### config.mk
export PLATFORM = sky130hd
export DESIGN_NAME = ctrl_sequencer
export DESIGN_NICKNAME = d
export VERILOG_FILES = /design/src/rtl/ctrl_sequencer.sv
export SDC_FILE = /design/constraint.sdc
export NUM_CORES = 1
export LEC_CHECK = 0
export ABC_AREA = 1
export CORE_UTILIZATION = 48
export CTS_CLUSTER_DIAMETER = 100
export CTS_CLUSTER_SIZE = 10
export DETAILED_ROUTE_END_ITERATION = 7
export GPL_ROUTABILITY_DRIVEN = 1
export GPL_TIMING_DRIVEN = 0
export HOLD_SLACK_MARGIN = 0.06
export PLACE_DENSITY = 0.79
export SETUP_SLACK_MARGIN = 0.05
export SYNTH_ARGS = -nofsm -noshare
export SYNTH_HDL_FRONTEND = slang
export SYNTH_SLANG_ARGS = --single-unit
### constraint.sdc
create_clock -name clk -period 1.7 [get_ports clk]
set_clock_uncertainty 0.15 [all_clocks]
set_input_delay 0.34 -clock clk [delete_from_list [all_inputs] [get_ports clk]]
set_output_delay 0.34 -clock clk [all_outputs]
set_load 0.05 [all_outputs]
### src/rtl/ctrl_sequencer.sv
// Registered decode/control unit for the ID stage: single-step opcodes map straight to
// datapath controls, while SWP/ROT run as micro-sequences that freeze fetch until the last step.
module ctrl_sequencer #(
   parameter int unsigned           OPCODE_W = 6,
   parameter int unsigned           EXEC_W   = 4,
   parameter int unsigned           STEP_W   = 2,
   parameter logic [OPCODE_W-1:0]   SWP_OPC  = OPCODE_W'(6'b111111),
   parameter logic [OPCODE_W-1:0]   ROT_OPC  = OPCODE_W'(6'b111110)
) (
   input  logic                clk,
   input  logic                rst,
   input  logic [OPCODE_W-1:0] opcode,
   input  logic                valid_in,
   input  logic                stall,
   output logic [EXEC_W-1:0]   exec_cmd,
   output logic                mem_r_en,
   output logic                mem_w_en,
   output logic                wb_en,
   output logic                is_imm,
   output logic                single_src,
   output logic [1:0]          branch_type,
   output logic                is_seq,
   output logic [STEP_W-1:0]   seq_sel,
   output logic [STEP_W-1:0]   step,
   output logic                freeze,
   output logic                illegal,
   output logic                state_dbg
);

   typedef enum logic {
      S_IDLE = 1'b0,
      S_SEQ  = 1'b1
   } state_e;

   localparam logic [OPCODE_W-1:0] OP_NOP  = OPCODE_W'(6'b000000);
   localparam logic [OPCODE_W-1:0] OP_ADD  = OPCODE_W'(6'b000001);
   localparam logic [OPCODE_W-1:0] OP_SUB  = OPCODE_W'(6'b000011);
   localparam logic [OPCODE_W-1:0] OP_AND  = OPCODE_W'(6'b000101);
   localparam logic [OPCODE_W-1:0] OP_OR   = OPCODE_W'(6'b000110);
   localparam logic [OPCODE_W-1:0] OP_NOR  = OPCODE_W'(6'b000111);
   localparam logic [OPCODE_W-1:0] OP_XOR  = OPCODE_W'(6'b001000);
   localparam logic [OPCODE_W-1:0] OP_SLA  = OPCODE_W'(6'b001001);
   localparam logic [OPCODE_W-1:0] OP_SLL  = OPCODE_W'(6'b001010);
   localparam logic [OPCODE_W-1:0] OP_SRA  = OPCODE_W'(6'b001011);
   localparam logic [OPCODE_W-1:0] OP_SRL  = OPCODE_W'(6'b001100);
   localparam logic [OPCODE_W-1:0] OP_ADDI = OPCODE_W'(6'b100000);
   localparam logic [OPCODE_W-1:0] OP_SUBI = OPCODE_W'(6'b100001);
   localparam logic [OPCODE_W-1:0] OP_LD   = OPCODE_W'(6'b100100);
   localparam logic [OPCODE_W-1:0] OP_ST   = OPCODE_W'(6'b100101);
   localparam logic [OPCODE_W-1:0] OP_BEZ  = OPCODE_W'(6'b101000);
   localparam logic [OPCODE_W-1:0] OP_BNE  = OPCODE_W'(6'b101001);
   localparam logic [OPCODE_W-1:0] OP_JMP  = OPCODE_W'(6'b101010);

   localparam logic [EXEC_W-1:0] EX_ADD   = EXEC_W'(4'b0000);
   localparam logic [EXEC_W-1:0] EX_SUB   = EXEC_W'(4'b0010);
   localparam logic [EXEC_W-1:0] EX_AND   = EXEC_W'(4'b0100);
   localparam logic [EXEC_W-1:0] EX_OR    = EXEC_W'(4'b0101);
   localparam logic [EXEC_W-1:0] EX_NOR   = EXEC_W'(4'b0110);
   localparam logic [EXEC_W-1:0] EX_XOR   = EXEC_W'(4'b0111);
   localparam logic [EXEC_W-1:0] EX_SHL   = EXEC_W'(4'b1000);
   localparam logic [EXEC_W-1:0] EX_SRA   = EXEC_W'(4'b1001);
   localparam logic [EXEC_W-1:0] EX_SRL   = EXEC_W'(4'b1010);
   localparam logic [EXEC_W-1:0] EX_SEQ0  = EXEC_W'(4'b1100);

   state_e              state_q, state_d;
   logic [STEP_W-1:0]   step_q, step_d;
   logic [STEP_W-1:0]   last_q, last_d;
   logic [EXEC_W-1:0]   exec_cmd_q, exec_cmd_d;
   logic                mem_r_en_q, mem_r_en_d;
   logic                mem_w_en_q, mem_w_en_d;
   logic                wb_en_q, wb_en_d;
   logic                is_imm_q, is_imm_d;
   logic                single_src_q, single_src_d;
   logic [1:0]          branch_type_q, branch_type_d;
   logic                is_seq_q, is_seq_d;
   logic [STEP_W-1:0]   seq_sel_q, seq_sel_d;
   logic                freeze_q, freeze_d;
   logic                illegal_q, illegal_d;

   always_comb begin
      state_d       = S_IDLE;
      step_d        = '0;
      last_d        = last_q;
      exec_cmd_d    = '0;
      mem_r_en_d    = 1'b0;
      mem_w_en_d    = 1'b0;
      wb_en_d       = 1'b0;
      is_imm_d      = 1'b0;
      single_src_d  = 1'b0;
      branch_type_d = 2'b00;
      is_seq_d      = 1'b0;
      seq_sel_d     = '0;
      freeze_d      = 1'b0;
      illegal_d     = 1'b0;

      if (state_q == S_SEQ && step_q != last_q) begin
         // Mid-sequence: opcode/valid_in are ignored, just advance the micro-step.
         state_d    = S_SEQ;
         step_d     = step_q + STEP_W'(1);
         exec_cmd_d = EX_SEQ0 + EXEC_W'(step_d);
         wb_en_d    = 1'b1;
         is_seq_d   = 1'b1;
         seq_sel_d  = step_d + STEP_W'(1);
         freeze_d   = (step_d != last_q);
      end else if (valid_in) begin
         if (opcode == SWP_OPC || opcode == ROT_OPC) begin
            state_d    = S_SEQ;
            step_d     = '0;
            last_d     = (opcode == SWP_OPC) ? STEP_W'(1) : STEP_W'(2);
            exec_cmd_d = EX_SEQ0;
            wb_en_d    = 1'b1;
            is_seq_d   = 1'b1;
            seq_sel_d  = STEP_W'(1);
            freeze_d   = 1'b1;
         end else begin
            case (opcode)
               OP_NOP: ;
               OP_ADD: begin exec_cmd_d = EX_ADD; wb_en_d = 1'b1; end
               OP_SUB: begin exec_cmd_d = EX_SUB; wb_en_d = 1'b1; end
               OP_AND: begin exec_cmd_d = EX_AND; wb_en_d = 1'b1; end
               OP_OR:  begin exec_cmd_d = EX_OR;  wb_en_d = 1'b1; end
               OP_NOR: begin exec_cmd_d = EX_NOR; wb_en_d = 1'b1; end
               OP_XOR: begin exec_cmd_d = EX_XOR; wb_en_d = 1'b1; end
               OP_SLA, OP_SLL: begin exec_cmd_d = EX_SHL; wb_en_d = 1'b1; end
               OP_SRA: begin exec_cmd_d = EX_SRA; wb_en_d = 1'b1; end
               OP_SRL: begin exec_cmd_d = EX_SRL; wb_en_d = 1'b1; end
               OP_ADDI: begin
                  exec_cmd_d   = EX_ADD;
                  wb_en_d      = 1'b1;
                  is_imm_d     = 1'b1;
                  single_src_d = 1'b1;
               end
               OP_SUBI: begin
                  exec_cmd_d   = EX_SUB;
                  wb_en_d      = 1'b1;
                  is_imm_d     = 1'b1;
                  single_src_d = 1'b1;
               end
               OP_LD: begin
                  wb_en_d      = 1'b1;
                  is_imm_d     = 1'b1;
                  single_src_d = 1'b1;
                  mem_r_en_d   = 1'b1;
               end
               OP_ST: begin
                  is_imm_d   = 1'b1;
                  mem_w_en_d = 1'b1;
               end
               OP_BEZ: begin
                  is_imm_d      = 1'b1;
                  single_src_d  = 1'b1;
                  branch_type_d = 2'b01;
               end
               OP_BNE: begin
                  is_imm_d      = 1'b1;
                  branch_type_d = 2'b10;
               end
               OP_JMP: begin
                  is_imm_d      = 1'b1;
                  single_src_d  = 1'b1;
                  branch_type_d = 2'b11;
               end
               default: illegal_d = 1'b1;
            endcase
         end
      end
   end

   // Reset beats stall; stall freezes every register, including the one-cycle illegal flag.
   always_ff @(posedge clk) begin
      if (rst) begin
         state_q       <= S_IDLE;
         step_q        <= '0;
         last_q        <= '0;
         exec_cmd_q    <= '0;
         mem_r_en_q    <= 1'b0;
         mem_w_en_q    <= 1'b0;
         wb_en_q       <= 1'b0;
         is_imm_q      <= 1'b0;
         single_src_q  <= 1'b0;
         branch_type_q <= 2'b00;
         is_seq_q      <= 1'b0;
         seq_sel_q     <= '0;
         freeze_q      <= 1'b0;
         illegal_q     <= 1'b0;
      end else if (!stall) begin
         state_q       <= state_d;
         step_q        <= step_d;
         last_q        <= last_d;
         exec_cmd_q    <= exec_cmd_d;
         mem_r_en_q    <= mem_r_en_d;
         mem_w_en_q    <= mem_w_en_d;
         wb_en_q       <= wb_en_d;
         is_imm_q      <= is_imm_d;
         single_src_q  <= single_src_d;
         branch_type_q <= branch_type_d;
         is_seq_q      <= is_seq_d;
         seq_sel_q     <= seq_sel_d;
         freeze_q      <= freeze_d;
         illegal_q     <= illegal_d;
      end
   end

   assign exec_cmd    = exec_cmd_q;
   assign mem_r_en    = mem_r_en_q;
   assign mem_w_en    = mem_w_en_q;
   assign wb_en       = wb_en_q;
   assign is_imm      = is_imm_q;
   assign single_src  = single_src_q;
   assign branch_type = branch_type_q;
   assign is_seq      = is_seq_q;
   assign seq_sel     = seq_sel_q;
   assign step        = step_q;
   assign freeze      = freeze_q;
   assign illegal     = illegal_q;
   assign state_dbg   = state_q;

endmodule
; ---- Word level (Yosys, flattened, before mapping)
; Index checks and enable logic that the tools add are counted.
[totals]
ff_bits = 20
out_inout_bits = 19
[op_classes]
n_addsub = 3
muxes = 41
bitwise_logic = 2
eq_ne = 21
n_reduce_logical = 10
[ops]
columns = operator, count
row1 = equality test 6 bit (second input constant), 9
row2 = case mux 4 bit (8 select lines), 1
row3 = equality test 6 x 4 -> 1 bit (second input constant), 5
row4 = 2-to-1 mux 1 bit, 30
row5 = equality test 6 x 3 -> 1 bit (second input constant), 3
row6 = OR reduction 18 bit, 1
row7 = OR reduction 13 bit, 1
row8 = 2-to-1 mux 2 bit, 6
row9 = 2-to-1 mux 4 bit, 3
row10 = OR reduction 7 bit, 1
row11 = equality test 6 x 1 -> 1 bit (second input constant), 1
row12 = equality test 6 x 2 -> 1 bit (second input constant), 1
row13 = zero test 6 bit, 1
row14 = case mux 2 bit (3 select lines), 1
row15 = OR reduction 5 bit, 1
row16 = adder 2 x 1 -> 2 bit (second input constant), 2
row17 = adder 3 x 3 -> 4 bit (first input constant), 1
row18 = != test 2 bit, 2
row19 = AND reduction 4 bit, 1
row20 = OR reduction 2 bit, 2
row21 = inverter 1 bit, 2
row22 = logical AND 1 bit, 1
row23 = logical OR 1 bit, 1

; ---- Depth between registers and ports, before layout
[depth]
depth_word = 6
depth_mapped = 9
ltp_nobuf = 9

; ---- Worst setup path before layout
; OpenSTA, ideal clock, no wires.
[synth_timing]
kind = register to register
from = register step_q[1], in the netlist step[1]
to = register single_src_q, in the netlist single_src
setup_time_ns = 0.129
t_arrival_ns = 1.425
slack_ns = -0.004
stages_incl_launch_ff = 10
path_cell_list = dfxtp_1 -> inv_1 -> nand2_1 -> nand3_1 -> nand2_2 -> inv_1 -> nand3_1 -> a21oi_1 -> nor2_1 -> nor2_1
[synth_between]
elab_chain_cells = 3
[synth_lines]
columns = element, line
row1 = start: declaration, 66  ; logic [STEP_W-1:0] step_q, step_d;
row2 = start signal: assignment, 188  ; step_q <= step_d;
row3 = != test 2 bit, 96  ; if (state_q == S_SEQ && step_q != last_q) begin
row4 = logical AND 1 bit, 96
row5 = 2-to-1 mux 1 bit, 96
row6 = end signal: assignment, 195  ; single_src_q <= single_src_d;
row7 = end: declaration, 73  ; logic single_src_q, single_src_d;
; Every way passes these cells.
; A chain may end at the register's enable or synchronous reset.

; ---- Final worst setup path
[layout_timing]
from = register step_q[0], in the netlist step[0]
to = output port step[0]
[layout_lines]
columns = element, line
row1 = end: declaration, 24  ; output logic [STEP_W-1:0] step,
; No word-level cell between the ends.

==> impl_metrics.tcl <==
set metrics [dict create \
    status "completed" \
    insertedDiodeCount 0 \
    syn-num-nets 177 \
    slowest_delay_ns 0.39 \
    rows 17 \
    design.core.area_um2 2210 \
    p_per_area_nw_per_um2 693 \
    path_clk_slew_ns 0.12 \
    cts.sinks 20 \
    pin_count 29 \
    grt_pass1_wl_mm 4.80 \
    async_flop_share_pct 0 \
    placedCellCount 222 \
    synth.most_common_cell "nand2_1" \
    drc 0 \
    viasPerCell 5.30 \
    globalplace.congestion 0.856 \
    detail-route-antenna-nets 0 \
    fin_crit_ns 1.56 \
    numCtsBuffers 3 \
    power.leakage_uw 0.000686 \
    setup_viol 0 \
    cts_hold_buf 0 \
    slowest_stage "dfxtp_2" \
    syn_inst 167 \
    synthFlopType "dfxtp_1" \
    timing.fmax_mhz 640 \
    clk_latency_ns 0.30 \
    synth_common_cells "nand2_1, dfxtp_1, inv_1" \
    clock_power_share_pct 36.9 \
    grt_usage_pct 25.0 \
    total_power_uw 1050 \
    clockBufferDepth 2 \
    grt_overflow 0 \
    ys_seq_area_share_pct 35.4 \
    drt_iter0_drc 44 \
    rsz0062_at_grt "false" \
    synth_edf_count 0 \
    syn_avg_cell_area_um2 6.78 \
    die_width_um 50.6 \
    die_y_um 50.6 \
    crit_path_max_fanout 5 \
    layout-drive-gt1-share_pct 27.5 \
    firstDrtPassIters 4 \
    cp_data_required_time_ns 1.21 \
    wl_mm 2.75 \
    antenna_found_initial 0 \
    crit_path_end_kind "output port" \
    netlist_top_cells_area "dfxtp_1, nand2_1, a21oi_1" \
    syn_area_um2 1130 \
    busiest_layer "met2" \
    grt_pass1_vias 1128 \
    relSlewSlack_pct 65.8 \
    cts_htree_levels 1 \
    cts_root_buf "clkbuf_4" \
    yosysUniqueCellTypes 23 \
    met1_usage_pct 29.7 \
    critPathLaunchType "flip-flop" \
    p_int_uw 775 \
    p_comb_share_pct 17.0 \
    synth_top_area_cell "dfxtp_1" \
    switching_share_pct 26.4 \
    numPortBuffers 27 \
    vias 1208 \
    slew_violations 0 \
    grtUsageMet3_pct 3.64 \
    hpwl_mm 2.09 \
    cts_tree "yes" \
    stdcell_count 228 \
    power.switching_uw 278 \
    hp-class "in -> reg" \
    dieArea_um2 2560 \
    crit_arrival_ns 1.07 \
    final_nets 211 \
    area_growth_pct 34.3 \
    path_buf_inv 1 \
    synth_seq_cells 20 \
    cp_top_family "flip-flops" \
    maxCapViolCount 0 \
    start_util_pct 51.2 \
    ys_warn_count 0 \
    ir_drop_v 0.000510 \
    period_share_pct 91.9 \
    grt_use_met2_pct 42.9 \
    grt_max_degree 13 \
    worst_slew_pin_slew_ns 0.513 \
    hold_viol 0 \
    worstPathCellList "clkdlybuf4s15_2" \
    wl_per_cell_um 12.1 \
    seqPwrFrac_pct 46.0 \
    path_class "reg -> out" \
    synth_top_cell_area_share_pct 35.4 \
]
cell type report:
class	instances	area [um^2]
Tap cell	28	35.0
Fill cell	190	692
Inverter	19	71.3
Timing Repair Buffer	29	273
Clock inverter	1	30.0
Multi-Input combinational cell	123	658
Clock buffer	3	22.5
Sequential cell	20	403
Buffer	5	27.5
power groups by stage:
stage                     Clock [uW]  Combinational, uW  Sequential, uW
final                            389                179             485
after global routing             409                196             487
after CTS                        400                172             485
after detailed placement           0                175             496
after global placement             0                173             495
after floorplan                    0               79.9             527
kinds of logic after synthesis:
group	synth area share, %
compound gates	14.6
simple gates	40.0
flops	35.4
xor+xnor	1.55
buf+inv	8.51
per-layer routing:
metal	wire length, um	vias up
li1	-	608
met3	160	10
met2	1290	51
met5	0	-
met1	1220	539
met4	82	0
sequential cells by signal (all words and copies together), names as in the netlist:
signal / cells
exec_cmd: 4
mem_w_en: 1
illegal: 1
is_seq: 1
wb_en: 1
seq_sel: 2
freeze: 1
mem_r_en: 1
branch_type: 2
last_q: 2
single_src: 1
is_imm: 1
step: 2
metrics by stage:
stage / utilization [%] / TNS, ns / setup slack, ns / instance area [um^2] / hold slack, ns
after floorplan: - / 0 / 0.0986 / 1130 / 0.302
after global placement: 65.1 / -2.85 / -0.255 / 1440 / 0.294
after detailed placement: 65.1 / -3.37 / -0.280 / 1440 / 0.305
after CTS: 68.0 / 0 / 0.0505 / 1500 / 0.206
after global routing: 68.7 / 0 / 0.0592 / 1520 / 0.265
final: 68.7 / 0 / 0.137 / 1520 / 0.215
path summary, 6_finish.rpt:
check	from	end	slack (ns)	depth (start not counted)
min	rst	freeze$_SDFFE_PP0N_	0.21	2
min reg2reg	is_imm$_SDFFE_PP0N_	is_imm$_SDFFE_PP0N_	0.32	2
max reg2reg	step[1]$_SDFFE_PP0N_	single_src$_SDFFE_PP0N_	0.22	9
max	step[0]$_SDFFE_PP0N_	step[0]	0.14	1
timing repair:
action / 4_1_cts / 5_1_grt
gates resized for setup: 53 / 20
setup buffers: 0 / 2
pin swaps: 0 / 2
endpoints found under the setup margin: 20 / 19
layout by cell type, fill, tap and decap left out, types with 6 or more instances in the layout:
| cell | netlist | routed |
|---|---|---|
| a21oi_1 | 16 | 16 |
| clkbuf_2 | 0 | 6 |
| clkdlybuf4s15_2 | 0 | 11 |
| dfxtp_1 | 20 | 18 |
| inv_1 | 18 | 18 |
| nand2_1 | 37 | 36 |
| nand3_1 | 16 | 15 |
| nor2_1 | 17 | 15 |
| nor2_2 | 6 | 6 |
| nor2_4 | 4 | 6 |
| o21ai_0 | 6 | 6 |
No activity file was read; power rests on OpenSTA's default activity.
==> edit: new RTL, config.mk and constraints unchanged <==
Set the parameter `EXEC_W` to 6 (it was 4).
--- a/src/rtl/ctrl_sequencer.sv
+++ b/src/rtl/ctrl_sequencer.sv
@@ -2,7 +2,7 @@
 // datapath controls, while SWP/ROT run as micro-sequences that freeze fetch until the last step.
 module ctrl_sequencer #(
    parameter int unsigned           OPCODE_W = 6,
-   parameter int unsigned           EXEC_W   = 4,
+   parameter int unsigned           EXEC_W   = 6,
    parameter int unsigned           STEP_W   = 2,
    parameter logic [OPCODE_W-1:0]   SWP_OPC  = OPCODE_W'(6'b111111),
    parameter logic [OPCODE_W-1:0]   ROT_OPC  = OPCODE_W'(6'b111110)
Interface: changed (resized exec_cmd); port bits go from 29 to 31. The function was not compared with the original's and may differ.
==> edit against the original RTL <==
  * Sequential power grew 2%
  * Routed wire length grew 4.7%
  * Clock power grew 2%
  * Power grew 8.3%
  * Largest power group unchanged
  * Worst setup slack lost 0.037 ns
  * Cell area is essentially flat
  * Utilization grew 0.057 points
  * Critical path depth is the same
  * Sequential cell count is the same
  * Combinational power grew 38%
  * Global-route usage shrank 1.5 points
  * Synthesized area shrank 0.88%
==> edit: results (changes against the original RTL) <==
\begin{tabular}{lr}
\hline
Metric & Value \\
\hline
\multicolumn{2}{l}{\textbf{Worst setup path}} \\
Worst Path Arrival & 1.11 ns (+0.04 ns) \\
Number of cell instances on the worst register-to-register path & 8 (-1) \\
Critical path's top delay family & flip-flops \\
End of the worst register-to-register path & is\_imm\$\_SDFFE\_PP0N\_ \\
Delay of the slowest cell on the worst path & 0.41 ns (+0.02 ns) \\
Reg2reg setup slack & 0.17 ns (-0.05 ns) \\
\multicolumn{2}{l}{\textbf{Route}} \\
Wire per inst & 12.00 um (-0.55\%) \\
Detailed Route WL & 2881 um (+4.7\%) \\
First-pass iteration count of the detailed router & 5 (+1) \\
DR vias/cell & 5.175 (-2.3\%) \\
Iteration-0 DRC Markers & 27 (-39\%) \\
\multicolumn{2}{l}{\textbf{Logic synthesis}} \\
Proportion of synthesized flip-flops having asynchronous set or reset & 0\% (unchanged) \\
Most area-consuming cells after synthesis & dfxtp\_1, nand2\_1, nor2\_1 \\
Top\_reg\_cell synth & dfxtp\_1 \\
Synthesized area divided by synthesized cell count & 6.270 um2 (-7.5\%) \\
Count of flip-flops with a built-in enable after synthesis & 0 (unchanged) \\
Leading cell types by count after synthesis & nand2\_1, nor2\_1, dfxtp\_1, inv\_1, nand3\_1 \\
Unique cell type count in the Yosys netlist & 25 (+8.7\%) \\
Post-synthesis sequential area ratio & 35.67\% (+0.32 points) \\
Yosys synthesis warning count & 0 (unchanged) \\
\multicolumn{2}{l}{\textbf{Clocking}} \\
Worst-skew pair later-pin latency & 0.31 ns \\
Clock Pin Slew Worst Setup and Hold Paths & 0.12 ns (about the same) \\
Deepest clock path buffer count & 2 (unchanged) \\
CTS Buf Count & 3 (unchanged) \\
\multicolumn{2}{l}{\textbf{GRT}} \\
Global routing usage summed across all routing layers & 23.54\% (-1.5 points) \\
Global-route wire length before repair & 4595 um (-4.3\%) \\
Via count of the first global-routing pass & 1098 (-2.7\%) \\
\multicolumn{2}{l}{\textbf{Layout}} \\
Proportion of layout cells with a drive suffix above 1 & 22.64\% (-4.9 points) \\
NumNets Final & 223 (+5.7\%) \\
\multicolumn{2}{l}{\textbf{Power and ir drop}} \\
IR Drop Worst-Case VDD & 0.0004095 V (-20\%) \\
Static leakage & 0.7285 nW (+6.1\%) \\
\multicolumn{2}{l}{\textbf{Worst hold path}} \\
Tightest Hold Check Type & register to register \\
End point of the most critical hold path & branch\_type[1]\$\_SDFFE\_PP0N\_ \\
Hold depth & 2 (unchanged) \\
Hold Startpoint & branch\_type[1]\$\_SDFFE\_PP0N\_ \\
\multicolumn{2}{l}{\textbf{Placed design}} \\
Quantity of I/O buffers inserted on ports & 28 (+3.7\%) \\
Routability congestion estimate from global placement & 1.018 (+19\%) \\
Half-perimeter wire length after detailed placement & 2164 um (+3.4\%) \\
Placed cell area & 0.001444 mm2 (+0.26\%) \\
Number of placed instances, taps included & 236 (+6.3\%) \\
\multicolumn{2}{l}{\textbf{Status}} \\
Status & completed \\
\hline
\end{tabular}
## edit: changes by cell type after synthesis, moves of 3 or more
cell	before	now
nand4_1	4	0
nor2_2	6	3
nand2_1	37	47
nand3b_1	1	4
nor2_4	4	0
nor2_1	17	24
o21ai_0	6	12
## edit: report_power, final
part | internal [mW] | leakage [nW] | switching [mW]
combinational | 0.0728 | 0.537 | 0.174
clock | 0.239 | 0.0279 | 0.159
sequential | 0.485 | 0.164 | 0.0116
total | 0.797 | 0.729 | 0.344
## edit: per-layer routing
layer,routed length (um),vias up,global-route usage [%]
li1,-,637,-
met1,1364,568,28.41
met2,1344,28,40.67
met3,89,9,3.030
met4,82,0,11.57
met5,0,-,0
## edit: final cells by class
| class | count | area, um2 |
|---|---|---|
| flip-flops and latches | 20 | 402.9 |
| plain buffers | 6 | 35.03 |
| clock buffers | 3 | 22.52 |
| clock inverters | 1 | 30.03 |
| inverters | 20 | 76.32 |
| fillers | 187 | 690.7 |
| multi-input cells | 134 | 658.1 |
| well taps | 28 | 35.03 |
| repair buffers | 28 | 261.5 |
## edit: what timing repair did
| action | CTS | global route |
|---|---|---|
| gates resized for setup | 55 | 27 |
| setup endpoints to repair | 29 | 24 |
| pin swaps | 0 | 0 |
| endpoints found under the hold margin | 0 | 0 |
## edit: worst min-delay path, stage by stage (launching register included)
cell	delay [ns]
dfxtp_1	0.33
nand2_1	0.06
a21oi_1	0.06
## edit: per-stage QoR
step	util, %	hold slack, ns	setup TNS [ns]	total power [mW]	worst slack, ns
2_1_floorplan	-	0.3129	0	0.6673	0.1472
3_3_place_gp	65.27	0.3042	-4.665	0.7492	-0.3066
3_5_place_dp	65.27	0.3113	-5.359	0.7533	-0.3316
4_1_cts	68.50	0.3288	0	1.136	0.05074
5_1_grt	68.78	0.3515	0	1.184	0.02812
6_report	68.78	0.3270	0	1.141	0.1005
## edit: cell families (layout without fill, tap and decap cells)
logic type      Yosys count  after routing  share of synthesized area (%)
flops                    20             20                          35.67
other cells               1              2                         0.3341
buf+inv                  26             58                          9.699
compound gates           31             31                          14.72
simple gates            100            100                          38.80
xor+xnor                  1              1                         0.7805
## edit: how the worst max path moves through the flow
stage | startpoint | endpoint | slack, ns | depth (start not counted)
after floorplan | is_seq$_SDFFE_PP0N_ | last_q[1]$_SDFFE_PP0P_ | 0.15 | 7
after global placement | stall | exec_cmd[1]$_SDFFE_PP0N_ | -0.31 | 5
after detailed placement | stall | step[0]$_SDFFE_PP0N_ | -0.33 | 5
after CTS | illegal$_SDFFE_PP0N_ | illegal | 0.05 | 1
after global routing | stall | is_imm$_SDFFE_PP0N_ | 0.03 | 5
final | step[1]$_SDFFE_PP0N_ | step[1] | 0.10 | 1
